File: src/rtl/axi_pkg.sv
// Shared AXI constants and helpers used by the AR-channel burst generator.
package axi_pkg;

  localparam logic [1:0] AXI_BURST_FIXED = 2'b00;
  localparam logic [1:0] AXI_BURST_INCR  = 2'b01;
  localparam logic [1:0] AXI_BURST_WRAP  = 2'b10;

  localparam logic [3:0] AXI_ARCACHE_DEVICE_NONBUF        = 4'b0000;
  localparam logic [3:0] AXI_ARCACHE_DEVICE_BUF           = 4'b0001;
  localparam logic [3:0] AXI_ARCACHE_NORMAL_NONCACHE      = 4'b0010;
  localparam logic [3:0] AXI_ARCACHE_NORMAL_NONCACHE_BUF  = 4'b0011;

  localparam int unsigned AXI_4K_BYTES = 4096;

  // AxSIZE encoding for a power-of-two beat width in bytes
  function automatic logic [2:0] size_from_bytes(input int unsigned bytes);
    logic [2:0] size;
    size = 3'd0;
    for (int unsigned i = 0; i < 8; i++) begin
      if ((32'd1 << i) == bytes) size = 3'(i);
    end
    return size;
  endfunction

endpackage

File: src/rtl/axi_read_address_channel.sv
// AXI4 read-address channel bundle with master/slave views.
interface axi_read_address_channel #(
  parameter int unsigned AXI_ARID_WIDTH   = 1,
  parameter int unsigned AXI_ARADDR_WIDTH = 32,
  parameter int unsigned AXI_ARUSER_WIDTH = 0
);
  // A zero-width user field is carried as one tied-off bit
  localparam int unsigned USER_W = (AXI_ARUSER_WIDTH > 0) ? AXI_ARUSER_WIDTH : 1;

  logic [AXI_ARID_WIDTH-1:0]   arid;
  logic [AXI_ARADDR_WIDTH-1:0] araddr;
  logic [7:0]                  arlen;
  logic [2:0]                  arsize;
  logic [1:0]                  arburst;
  logic                        arlock;
  logic [3:0]                  arcache;
  logic [2:0]                  arprot;
  logic [3:0]                  arqos;
  logic [3:0]                  arregion;
  logic [USER_W-1:0]           aruser;
  logic                        arvalid;
  logic                        arready;

  modport master (
    output arid, araddr, arlen, arsize, arburst, arlock, arcache,
           arprot, arqos, arregion, aruser, arvalid,
    input  arready
  );

  modport slave (
    input  arid, araddr, arlen, arsize, arburst, arlock, arcache,
           arprot, arqos, arregion, aruser, arvalid,
    output arready
  );

endinterface

File: src/rtl/axi_read_burst_generator.sv
// Turns beat-granular read requests into AXI4 INCR bursts, split at 4 KiB and
// MAX_BURST_BEATS, with the number of in-flight bursts capped by MAX_OUTSTANDING.
module axi_read_burst_generator
  import axi_pkg::*;
#(
  parameter int unsigned AXI_ARID_WIDTH   = 1,
  parameter int unsigned AXI_ARADDR_WIDTH = 32,
  parameter int unsigned AXI_ARUSER_WIDTH = 0,
  parameter int unsigned DATA_BYTES       = 8,
  parameter int unsigned MAX_BURST_BEATS  = 16,
  parameter int unsigned MAX_OUTSTANDING  = 4,
  parameter int unsigned BEATS_WIDTH      = 16,
  parameter int unsigned ARID_VALUE       = 0
) (
  input  logic                        clock,
  input  logic                        reset,
  input  logic                        req_valid,
  output logic                        req_ready,
  input  logic [AXI_ARADDR_WIDTH-1:0] req_addr,
  input  logic [BEATS_WIDTH-1:0]      req_beats,
  input  logic                        burst_done,
  output logic                        busy,
  axi_read_address_channel.master     m_axi_ar
);

  localparam int unsigned AW     = AXI_ARADDR_WIDTH;
  localparam int unsigned SHIFT  = $clog2(DATA_BYTES);
  localparam int unsigned BB_W   = $clog2(MAX_BURST_BEATS + 1);
  localparam int unsigned TB_W   = 13;
  localparam int unsigned CW     = (BEATS_WIDTH > TB_W) ? BEATS_WIDTH : TB_W;
  localparam int unsigned OW     = $clog2(MAX_OUTSTANDING + 1);
  localparam int unsigned USER_W = (AXI_ARUSER_WIDTH > 0) ? AXI_ARUSER_WIDTH : 1;
  localparam logic [2:0]  AR_SIZE = size_from_bytes(DATA_BYTES);

  typedef enum logic [1:0] {
    IDLE,
    CALC,
    ISSUE
  } state_e;

  state_e                 state_q, state_d;
  logic [AW-1:0]          cur_addr_q, cur_addr_d;
  logic [BEATS_WIDTH-1:0] remaining_q, remaining_d;
  logic [BB_W-1:0]        burst_beats_q, burst_beats_d;
  logic [7:0]             arlen_q, arlen_d;
  logic [OW-1:0]          outstanding_q, outstanding_d;
  logic                   arvalid_q;
  logic                   req_ready_q;
  logic                   busy_q;

  logic [CW-1:0]          to_boundary;
  logic [CW-1:0]          beat_min;
  logic                   ar_hs;

  assign ar_hs = arvalid_q & m_axi_ar.arready;

  // Beats left before the next 4 KiB page, and the resulting burst size
  always_comb begin
    to_boundary = CW'(TB_W'(TB_W'(AXI_4K_BYTES) - {1'b0, cur_addr_q[11:0]}) >> SHIFT);
    beat_min    = CW'(remaining_q);
    if (beat_min > CW'(MAX_BURST_BEATS)) beat_min = CW'(MAX_BURST_BEATS);
    if (beat_min > to_boundary)          beat_min = to_boundary;
  end

  // Next-state and datapath updates
  always_comb begin
    state_d       = state_q;
    cur_addr_d    = cur_addr_q;
    remaining_d   = remaining_q;
    burst_beats_d = burst_beats_q;
    arlen_d       = arlen_q;
    case (state_q)
      IDLE: begin
        if (req_valid && req_ready_q) begin
          cur_addr_d  = req_addr;
          remaining_d = req_beats;
          if (req_beats != '0) state_d = CALC;
        end
      end
      CALC: begin
        burst_beats_d = BB_W'(beat_min);
        arlen_d       = 8'(beat_min - CW'(1));
        if (outstanding_q != OW'(MAX_OUTSTANDING)) state_d = ISSUE;
      end
      ISSUE: begin
        if (ar_hs) begin
          cur_addr_d  = cur_addr_q + (AW'(burst_beats_q) << SHIFT);
          remaining_d = remaining_q - BEATS_WIDTH'(burst_beats_q);
          state_d     = (remaining_d == '0) ? IDLE : CALC;
        end
      end
      default: state_d = IDLE;
    endcase
  end

  // In-flight burst count; a handshake and a completion together cancel out
  always_comb begin
    outstanding_d = outstanding_q;
    if (ar_hs && !burst_done) begin
      outstanding_d = outstanding_q + OW'(1);
    end else if (!ar_hs && burst_done && (outstanding_q != '0)) begin
      outstanding_d = outstanding_q - OW'(1);
    end
  end

  always_ff @(posedge clock) begin
    if (reset) begin
      state_q       <= IDLE;
      cur_addr_q    <= '0;
      remaining_q   <= '0;
      burst_beats_q <= '0;
      arlen_q       <= '0;
      outstanding_q <= '0;
      arvalid_q     <= 1'b0;
      req_ready_q   <= 1'b0;
      busy_q        <= 1'b0;
    end else begin
      state_q       <= state_d;
      cur_addr_q    <= cur_addr_d;
      remaining_q   <= remaining_d;
      burst_beats_q <= burst_beats_d;
      arlen_q       <= arlen_d;
      outstanding_q <= outstanding_d;
      arvalid_q     <= (state_d == ISSUE);
      req_ready_q   <= (state_d == IDLE);
      busy_q        <= (state_d != IDLE) || (outstanding_d != '0);
    end
  end

  // A completion with nothing in flight means the R consumer is out of step
  assert property (@(posedge clock) disable iff (reset)
    !(burst_done && (outstanding_q == '0)));

  assign req_ready = req_ready_q;
  assign busy      = busy_q;

  assign m_axi_ar.arid     = AXI_ARID_WIDTH'(ARID_VALUE);
  assign m_axi_ar.araddr   = cur_addr_q;
  assign m_axi_ar.arlen    = arlen_q;
  assign m_axi_ar.arsize   = AR_SIZE;
  assign m_axi_ar.arburst  = AXI_BURST_INCR;
  assign m_axi_ar.arlock   = 1'b0;
  assign m_axi_ar.arcache  = AXI_ARCACHE_NORMAL_NONCACHE_BUF;
  assign m_axi_ar.arprot   = 3'b000;
  assign m_axi_ar.arqos    = 4'b0000;
  assign m_axi_ar.arregion = 4'b0000;
  assign m_axi_ar.aruser   = USER_W'(0);
  assign m_axi_ar.arvalid  = arvalid_q;

endmodule

File: src/flat_wrapper.sv
// flat-port wrapper written by rule: the top's interface ports become plain ports
module axi_read_burst_generator_flat import axi_pkg::*;
#(
  parameter int unsigned AXI_ARID_WIDTH   = 1,
  parameter int unsigned AXI_ARADDR_WIDTH = 32,
  parameter int unsigned AXI_ARUSER_WIDTH = 0,
  parameter int unsigned DATA_BYTES       = 8,
  parameter int unsigned MAX_BURST_BEATS  = 16,
  parameter int unsigned MAX_OUTSTANDING  = 4,
  parameter int unsigned BEATS_WIDTH      = 16,
  parameter int unsigned ARID_VALUE       = 0
)
  (clock, reset, req_valid, req_ready, req_addr, req_beats, burst_done, busy, m_axi_ar_arid, m_axi_ar_araddr, m_axi_ar_arlen, m_axi_ar_arsize, m_axi_ar_arburst, m_axi_ar_arlock, m_axi_ar_arcache, m_axi_ar_arprot, m_axi_ar_arqos, m_axi_ar_arregion, m_axi_ar_aruser, m_axi_ar_arvalid, m_axi_ar_arready);
  axi_read_address_channel #(.AXI_ARID_WIDTH(AXI_ARID_WIDTH), .AXI_ARADDR_WIDTH(AXI_ARADDR_WIDTH), .AXI_ARUSER_WIDTH(AXI_ARUSER_WIDTH)) m_axi_ar_i ();
  input  logic clock;
  input  logic reset;
  input  logic req_valid;
  output logic req_ready;
  input  logic [AXI_ARADDR_WIDTH-1:0] req_addr;
  input  logic [BEATS_WIDTH-1:0] req_beats;
  input  logic burst_done;
  output logic busy;
  output wire logic [$bits(m_axi_ar_i.arid)-1:0] m_axi_ar_arid;
  output wire logic [$bits(m_axi_ar_i.araddr)-1:0] m_axi_ar_araddr;
  output wire logic [$bits(m_axi_ar_i.arlen)-1:0] m_axi_ar_arlen;
  output wire logic [$bits(m_axi_ar_i.arsize)-1:0] m_axi_ar_arsize;
  output wire logic [$bits(m_axi_ar_i.arburst)-1:0] m_axi_ar_arburst;
  output wire logic [$bits(m_axi_ar_i.arlock)-1:0] m_axi_ar_arlock;
  output wire logic [$bits(m_axi_ar_i.arcache)-1:0] m_axi_ar_arcache;
  output wire logic [$bits(m_axi_ar_i.arprot)-1:0] m_axi_ar_arprot;
  output wire logic [$bits(m_axi_ar_i.arqos)-1:0] m_axi_ar_arqos;
  output wire logic [$bits(m_axi_ar_i.arregion)-1:0] m_axi_ar_arregion;
  output wire logic [$bits(m_axi_ar_i.aruser)-1:0] m_axi_ar_aruser;
  output wire logic [$bits(m_axi_ar_i.arvalid)-1:0] m_axi_ar_arvalid;
  input wire logic [$bits(m_axi_ar_i.arready)-1:0] m_axi_ar_arready;
  assign m_axi_ar_arid = m_axi_ar_i.arid;
  assign m_axi_ar_araddr = m_axi_ar_i.araddr;
  assign m_axi_ar_arlen = m_axi_ar_i.arlen;
  assign m_axi_ar_arsize = m_axi_ar_i.arsize;
  assign m_axi_ar_arburst = m_axi_ar_i.arburst;
  assign m_axi_ar_arlock = m_axi_ar_i.arlock;
  assign m_axi_ar_arcache = m_axi_ar_i.arcache;
  assign m_axi_ar_arprot = m_axi_ar_i.arprot;
  assign m_axi_ar_arqos = m_axi_ar_i.arqos;
  assign m_axi_ar_arregion = m_axi_ar_i.arregion;
  assign m_axi_ar_aruser = m_axi_ar_i.aruser;
  assign m_axi_ar_arvalid = m_axi_ar_i.arvalid;
  assign m_axi_ar_i.arready = m_axi_ar_arready;
  axi_read_burst_generator #(.AXI_ARID_WIDTH(AXI_ARID_WIDTH), .AXI_ARADDR_WIDTH(AXI_ARADDR_WIDTH), .AXI_ARUSER_WIDTH(AXI_ARUSER_WIDTH), .DATA_BYTES(DATA_BYTES), .MAX_BURST_BEATS(MAX_BURST_BEATS), .MAX_OUTSTANDING(MAX_OUTSTANDING), .BEATS_WIDTH(BEATS_WIDTH), .ARID_VALUE(ARID_VALUE)) u_core (.clock(clock), .reset(reset), .req_valid(req_valid), .req_ready(req_ready), .req_addr(req_addr), .req_beats(req_beats), .burst_done(burst_done), .busy(busy), .m_axi_ar(m_axi_ar_i));
endmodule
File: config.mk
export PLATFORM = sky130hd
export DESIGN_NAME = axi_read_burst_generator_flat
export DESIGN_NICKNAME = d
export VERILOG_FILES = /design/src/rtl/axi_pkg.sv /design/src/rtl/axi_read_address_channel.sv /design/src/rtl/axi_read_burst_generator.sv /design/src/flat_wrapper.sv
export SDC_FILE = /design/constraint.sdc
export NUM_CORES = 1
export LEC_CHECK = 0
export BUFFER_PORTS_ARGS = -buffer_cell sky130_fd_sc_hd__buf_2
export CAP_MARGIN = 20
export CORE_MARGIN = 2
export CORE_UTILIZATION = 53
export CTS_CLUSTER_DIAMETER = 200
export DETAILED_ROUTE_END_ITERATION = 8
export GPL_TIMING_DRIVEN = 0
export PLACE_DENSITY_LB_ADDON = 0.12
export SYNTH_ARGS = -nofsm -noshare
export SYNTH_HDL_FRONTEND = slang
export SYNTH_SLANG_ARGS = --single-unit
File: constraint.sdc
create_clock -name clock -period 4.7 [get_ports clock]
set_input_delay 0.47 -clock clock [delete_from_list [all_inputs] [get_ports clock]]
set_output_delay 0.47 -clock clock [all_outputs]
set_load 0.03 [all_outputs]
-- Word level (Yosys, flattened, before mapping)
Index checks and enable logic that the tools add are counted.
- register bits after elaboration: 69
- input bits: 53
- equality and inequality tests: 6
- order comparisons: 2
- bitwise gates (word level): 1
- add/sub/neg operators: 6
- reductions and logical operators: 16
- muxes and demuxes: 16
- operators with widths (operator ; number):
    $mux W32 ; 2
    $pmux W32 S2 ; 1
    $mux W16 ; 3
    $add A32 B8 Y32 ; 1
    $pmux W16 S2 ; 1
    $gt A16 B10 Y1 ; 1
    $gt A16 B5 Y1 const B ; 1
    $logic_not A16 Y1 ; 1
    $reduce_bool A16 Y1 ; 1
    $sub A16 B5 Y16 ; 1
    $sub A13 B12 Y13 const A ; 1
    $mux W2 ; 4
    $mux W8 ; 1
    $sub A8 B1 Y8 const B ; 1
    $mux W3 ; 2
    $pmux W2 S3 ; 1
    $reduce_bool A3 Y1 ; 2
    $eq A2 B2 Y1 const B ; 2
    $logic_and A1 B1 Y1 ; 4
    $logic_not A2 Y1 ; 2
    $ne A2 B1 Y1 const B ; 2
    $reduce_bool A2 Y1 ; 2
    $add A3 B1 Y3 const B ; 1
    $ne A3 B3 Y1 const B ; 1
    7 further kinds ; 8

-- Longest topological paths before layout
- word-level depth: 8
- mapped depth: 19
- gate-level depth less buffers: 17

-- Worst setup path after synthesis
Ideal clock, no wire load.
- path kind: register to register
- from: register u_core.cur_addr_q[0] (netlist: u_core.m_axi_ar.araddr[0])
- to: register u_core.arlen_q[6] (netlist: u_core.m_axi_ar.arlen[6])
- stages on the path, launching flop included: 17
- path slack: 0.732 ns
- data arrival time: 3.898 ns
- clock period less this slack: 3.968 ns
- data required time: 4.630 ns
- path through: dfxtp_1 or4_1 buf_2 nand3b_4 or3_1 buf_2 xnor2_1 ha_1 nand4_1 o311ai_0 nand2_1 a21oi_1 ha_1 inv_1 a21o_1 a311oi_1 o2bb2ai_1
- cells in the longest elaborated chain, start to end: 4
- RTL lines (element ; RTL line ; RTL):
    start: declaration ; axi_read_burst_generator.sv:42 ; logic [AW-1:0] cur_addr_q, cur_addr_d;
    start signal: assignment ; axi_read_burst_generator.sv:119 ; cur_addr_q <= cur_addr_d;
    $sub A13 B12 Y13 * ; axi_read_burst_generator.sv:59 ; to_boundary = CW'(TB_W'(TB_W'(AXI_4K_BYTES) - {1'b0, cur_addr_q[11:0]}) >> SHIFT);
    $gt A16 B10 Y1 ; axi_read_burst_generator.sv:62 ; if (beat_min > to_boundary) beat_min = to_boundary;
    $mux W8 * ; axi_read_burst_generator.sv:62 ;
    $sub A8 B1 Y8 * ; axi_read_burst_generator.sv:82 ; arlen_d = 8'(beat_min - CW'(1));
    end signal: assignment ; axi_read_burst_generator.sv:122 ; arlen_q <= arlen_d;
    end: declaration ; axi_read_burst_generator.sv:45 ; logic [7:0] arlen_q, arlen_d;
Every way passes the cells marked *; elsewhere a longest branch is shown, timed or not.
A chain may end at the register's enable or synchronous reset.

-- Worst setup path after layout
Ends and elaborated chain as after synthesis.

==> summary.txt <==
Outcome
  • Outcome: finished clean

Clock network
  • Clk pin slew, worst setup/hold paths: 0.08 ns
  • Longest Clk Path Bufs: 2
  • Worst skew pair latency: 0.36 ns
  • PostCTS Resize Cnt: 0
  • Setup Buffers After CTS: 0
  • CTS tree: built
  • Number of clock sinks: 69
  • Cts-stage hold buffer count: 0
  • Total clock buffers created by CTS: 9
  • H-tree levels: 3
  • Root Buffer: clkbuf_8

Global route
  • Met1 Resource Use GR: 0.427
  • Grt ovf: 0
  • Routing usage on met2: 0.554
  • GR Util All Layers: 0.344
  • Largest net degree at the start of global routing: 12
  • Initial antenna violation count: 0
  • Grt met3 use: 0.0549
  • Vias in the first global route: 5,448
  • Global-route wire length before repair: 27,800 µm
  • Layer with the highest usage: met2

Route
  • ANT nets after route: 0
  • DR vias: 5,999
  • Drt first pass iters: 5
  • Vias per inst: 6.29
  • DRC Markers: 0
  • WL per Instance: 19.1 µm
  • Iter 0 DRT Violations: 528
  • Routed WL: 18,200 µm

Worst setup path
  • Crit path kind: flop to flop
  • CP arrival: 4.82 ns
  • Reg2Reg Setup Slack: 0.16 ns
  • Required time worst endpoint: 4.98 ns
  • Setup crit end kind: flop
  • CP Launch Type: flop
  • Worst Path Max Fanout: 6

Place
  • Post-Place Cells: 938
  • I/O Buffers: 94
  • Post-DP HPWL: 13,700 µm
  • RePlAce Congestion: 0.957

Timing
  • Hold_ws: 0.353 ns
  • Final setup fails: 0
  • Fmax: 0.220 GHz
  • Slew @ Worst Pin: 0.994 ns
  • Slew Limit Fails: 0
  • Setup Skew: 0.00832 ns
  • Slew HR: 0.335
  • Hold Fails Final Rpt: 0
  • RSZ-0062 raised after global routing: false
  • Post-route minimum period: 4.54 ns
  • Setup TNS: 0 ns
  • Tcrit/Tclk final: 0.965

Synth
  • Cell area after synthesis: 0.00518 mm²
  • Mapped Cells: 685
  • Sequential share of the synthesized area: 0.267
  • Async SR Flop Fraction: 0
  • Avg Cell Area, Syn: 7.57 µm²
  • Synth area leader: dfxtp_1
  • Synth Warn #: 0
  • Post-synth top flop: dfxtp_1
  • Top cells by area, synth: dfxtp_1 (27%), ha_1 (5.8%), nand2_1 (4.9%)
  • Top-area cell type share of the netlist area: 0.267
  • Yosys reg bits: 69
  • EDFF count, synth: 0
  • Synth cell types: 75

Finish
  • P&R area growth vs syn: 17.6%
  • Fin nets: 895
  • FF/Latch Area: 0.00138 mm²
  • Commonest non-fill, non-tap cells in the layout: buf_2 (100), dfxtp_1 (69), nand2_1 (68)
  • Ant. Diodes: 0
  • Multi-input logic area: 0.00345 mm²
  • Filler Cells Inserted: 937
  • Share of cells above drive strength 1: 0.194
  • Final std cells w/o fill: 954
  • Commonest non-fill, non-tap cell in the layout: buf_2

Die
  • Core footprint: 0.00964 mm²
  • Number of cell rows: 36
  • I/O pin count: 119
  • Initial Util: 0.538
  • Chip height: 103 µm
  • Die Wd: 103 µm
  • Die Area: 0.0106 mm²

Power
  • PD cells: 397 mW/mm²
  • Total leakage power: 2.57 nW
  • Worst IR drop on VDD: 239 µV

Hold path
  • Hold WC Path Type: input pin to flop

Job
  • # Max-Cap Violations: 0
[state kept, by name (all words and copies together) (netlist names)]
register	flops
u_core.remaining_q	16
u_core.busy	1
u_core.req_ready	1
u_core.state_q	2
u_core.burst_beats_q	5
u_core.m_axi_ar.arvalid	1
u_core.m_axi_ar.arlen	8
u_core.outstanding_q	3
u_core.m_axi_ar.araddr	32
[path summary, 6_finish.rpt]
check	startpoint	to	cells after the start
min reg2reg	u_core.m_axi_ar.arlen[3]	u_core.m_axi_ar.arlen[3]	2
min	req_addr[0]	u_core.m_axi_ar.araddr[0]	3
max	u_core.m_axi_ar.araddr[0]	u_core.m_axi_ar.arlen[6]	17
max reg2reg	u_core.m_axi_ar.araddr[0]	u_core.m_axi_ar.arlen[6]	17
[worst max-delay path, stage by stage, from the launching register on]
cell and delay, ns:
dfxtp_1 0.37, or4_1 0.55, buf_2 0.18, nand3b_4 0.19
or3_1 0.31, buf_2 0.16, xnor2_1 0.14, ha_1 0.18
nand4_1 0.16, or3_1 0.41, nand2_1 0.23, nor2_2 0.14
a21oi_1 0.42, ha_1 0.33, inv_1 0.11, a21o_1 0.18
a311oi_1 0.27, o2bb2ai_1 0.14
[logic make-up after synthesis]
logic type	synth area share
AOI/OAI and AO/OA	0.282
adders and majority gates	0.0657
other	0.00145
DFF	0.267
and+or+nand+nor	0.260
buffers and inverters	0.0862
muxes	0.00990
xor gates and xnor gates	0.0285
[Yosys cell counts (7+ instances only)]
cell and n:
inv_1 24, a21oi_1 47, nor4_1 11, ha_1 24
xnor2_1 10, o31ai_1 8, buf_4 23, or4_1 7
nand2_1 68, clkbuf_1 35, dfxtp_1 69, o21a_1 9
a21o_1 7, a31oi_1 12, nand4_1 8, or3_1 9
and2_1 7, nand2b_1 8, a311oi_1 8, nor2_1 54
o21ai_0 38, a211oi_1 17, nand3_1 24, nor3_1 27
and3_1 9
[where the power goes]
part	switching (mW)	internal, mW	leakage [nW]	total [mW]
registers	0.0841	0.657	0.564	0.741
clock network	0.241	0.216	0.0986	0.457
logic	0.782	0.439	1.91	1.22
total	1.11	1.31	2.57	2.42
[metrics by stage]
stage	utilization	setup slack, ns	total power [mW]	instance area [µm²]
final	0.632	0.163	2.42	6100
after global routing	0.632	0.00403	2.56	6100
after floorplan	-	0.732	1.61	5280
after global placement	0.614	0.0730	1.91	5920
after CTS	0.632	0.103	2.38	6090
after detailed placement	0.614	0.139	1.94	5920
[layout make-up]
class,instances,share of cell area
Multi-Input combinational cell,548,0.567
Sequential cell,69,0.227
Timing Repair Buffer,94,0.0772
Buffer,70,0.0585
Tap cell,133,0.0273
Clock buffer,11,0.0248
Inverter,24,0.0148
Clock inverter,5,0.00411
[per-layer routing]
metal / part of all wire / up-vias / wire length, µm
li1: - / 2778 / -
met1: 0.39 / 2780 / 7120
met2: 0.46 / 356 / 8450
met3: 0.090 / 85 / 1630
met4: 0.055 / 0 / 999
met5: 0 / - / 0
Note: power is estimated with default switching activity, not from simulation.
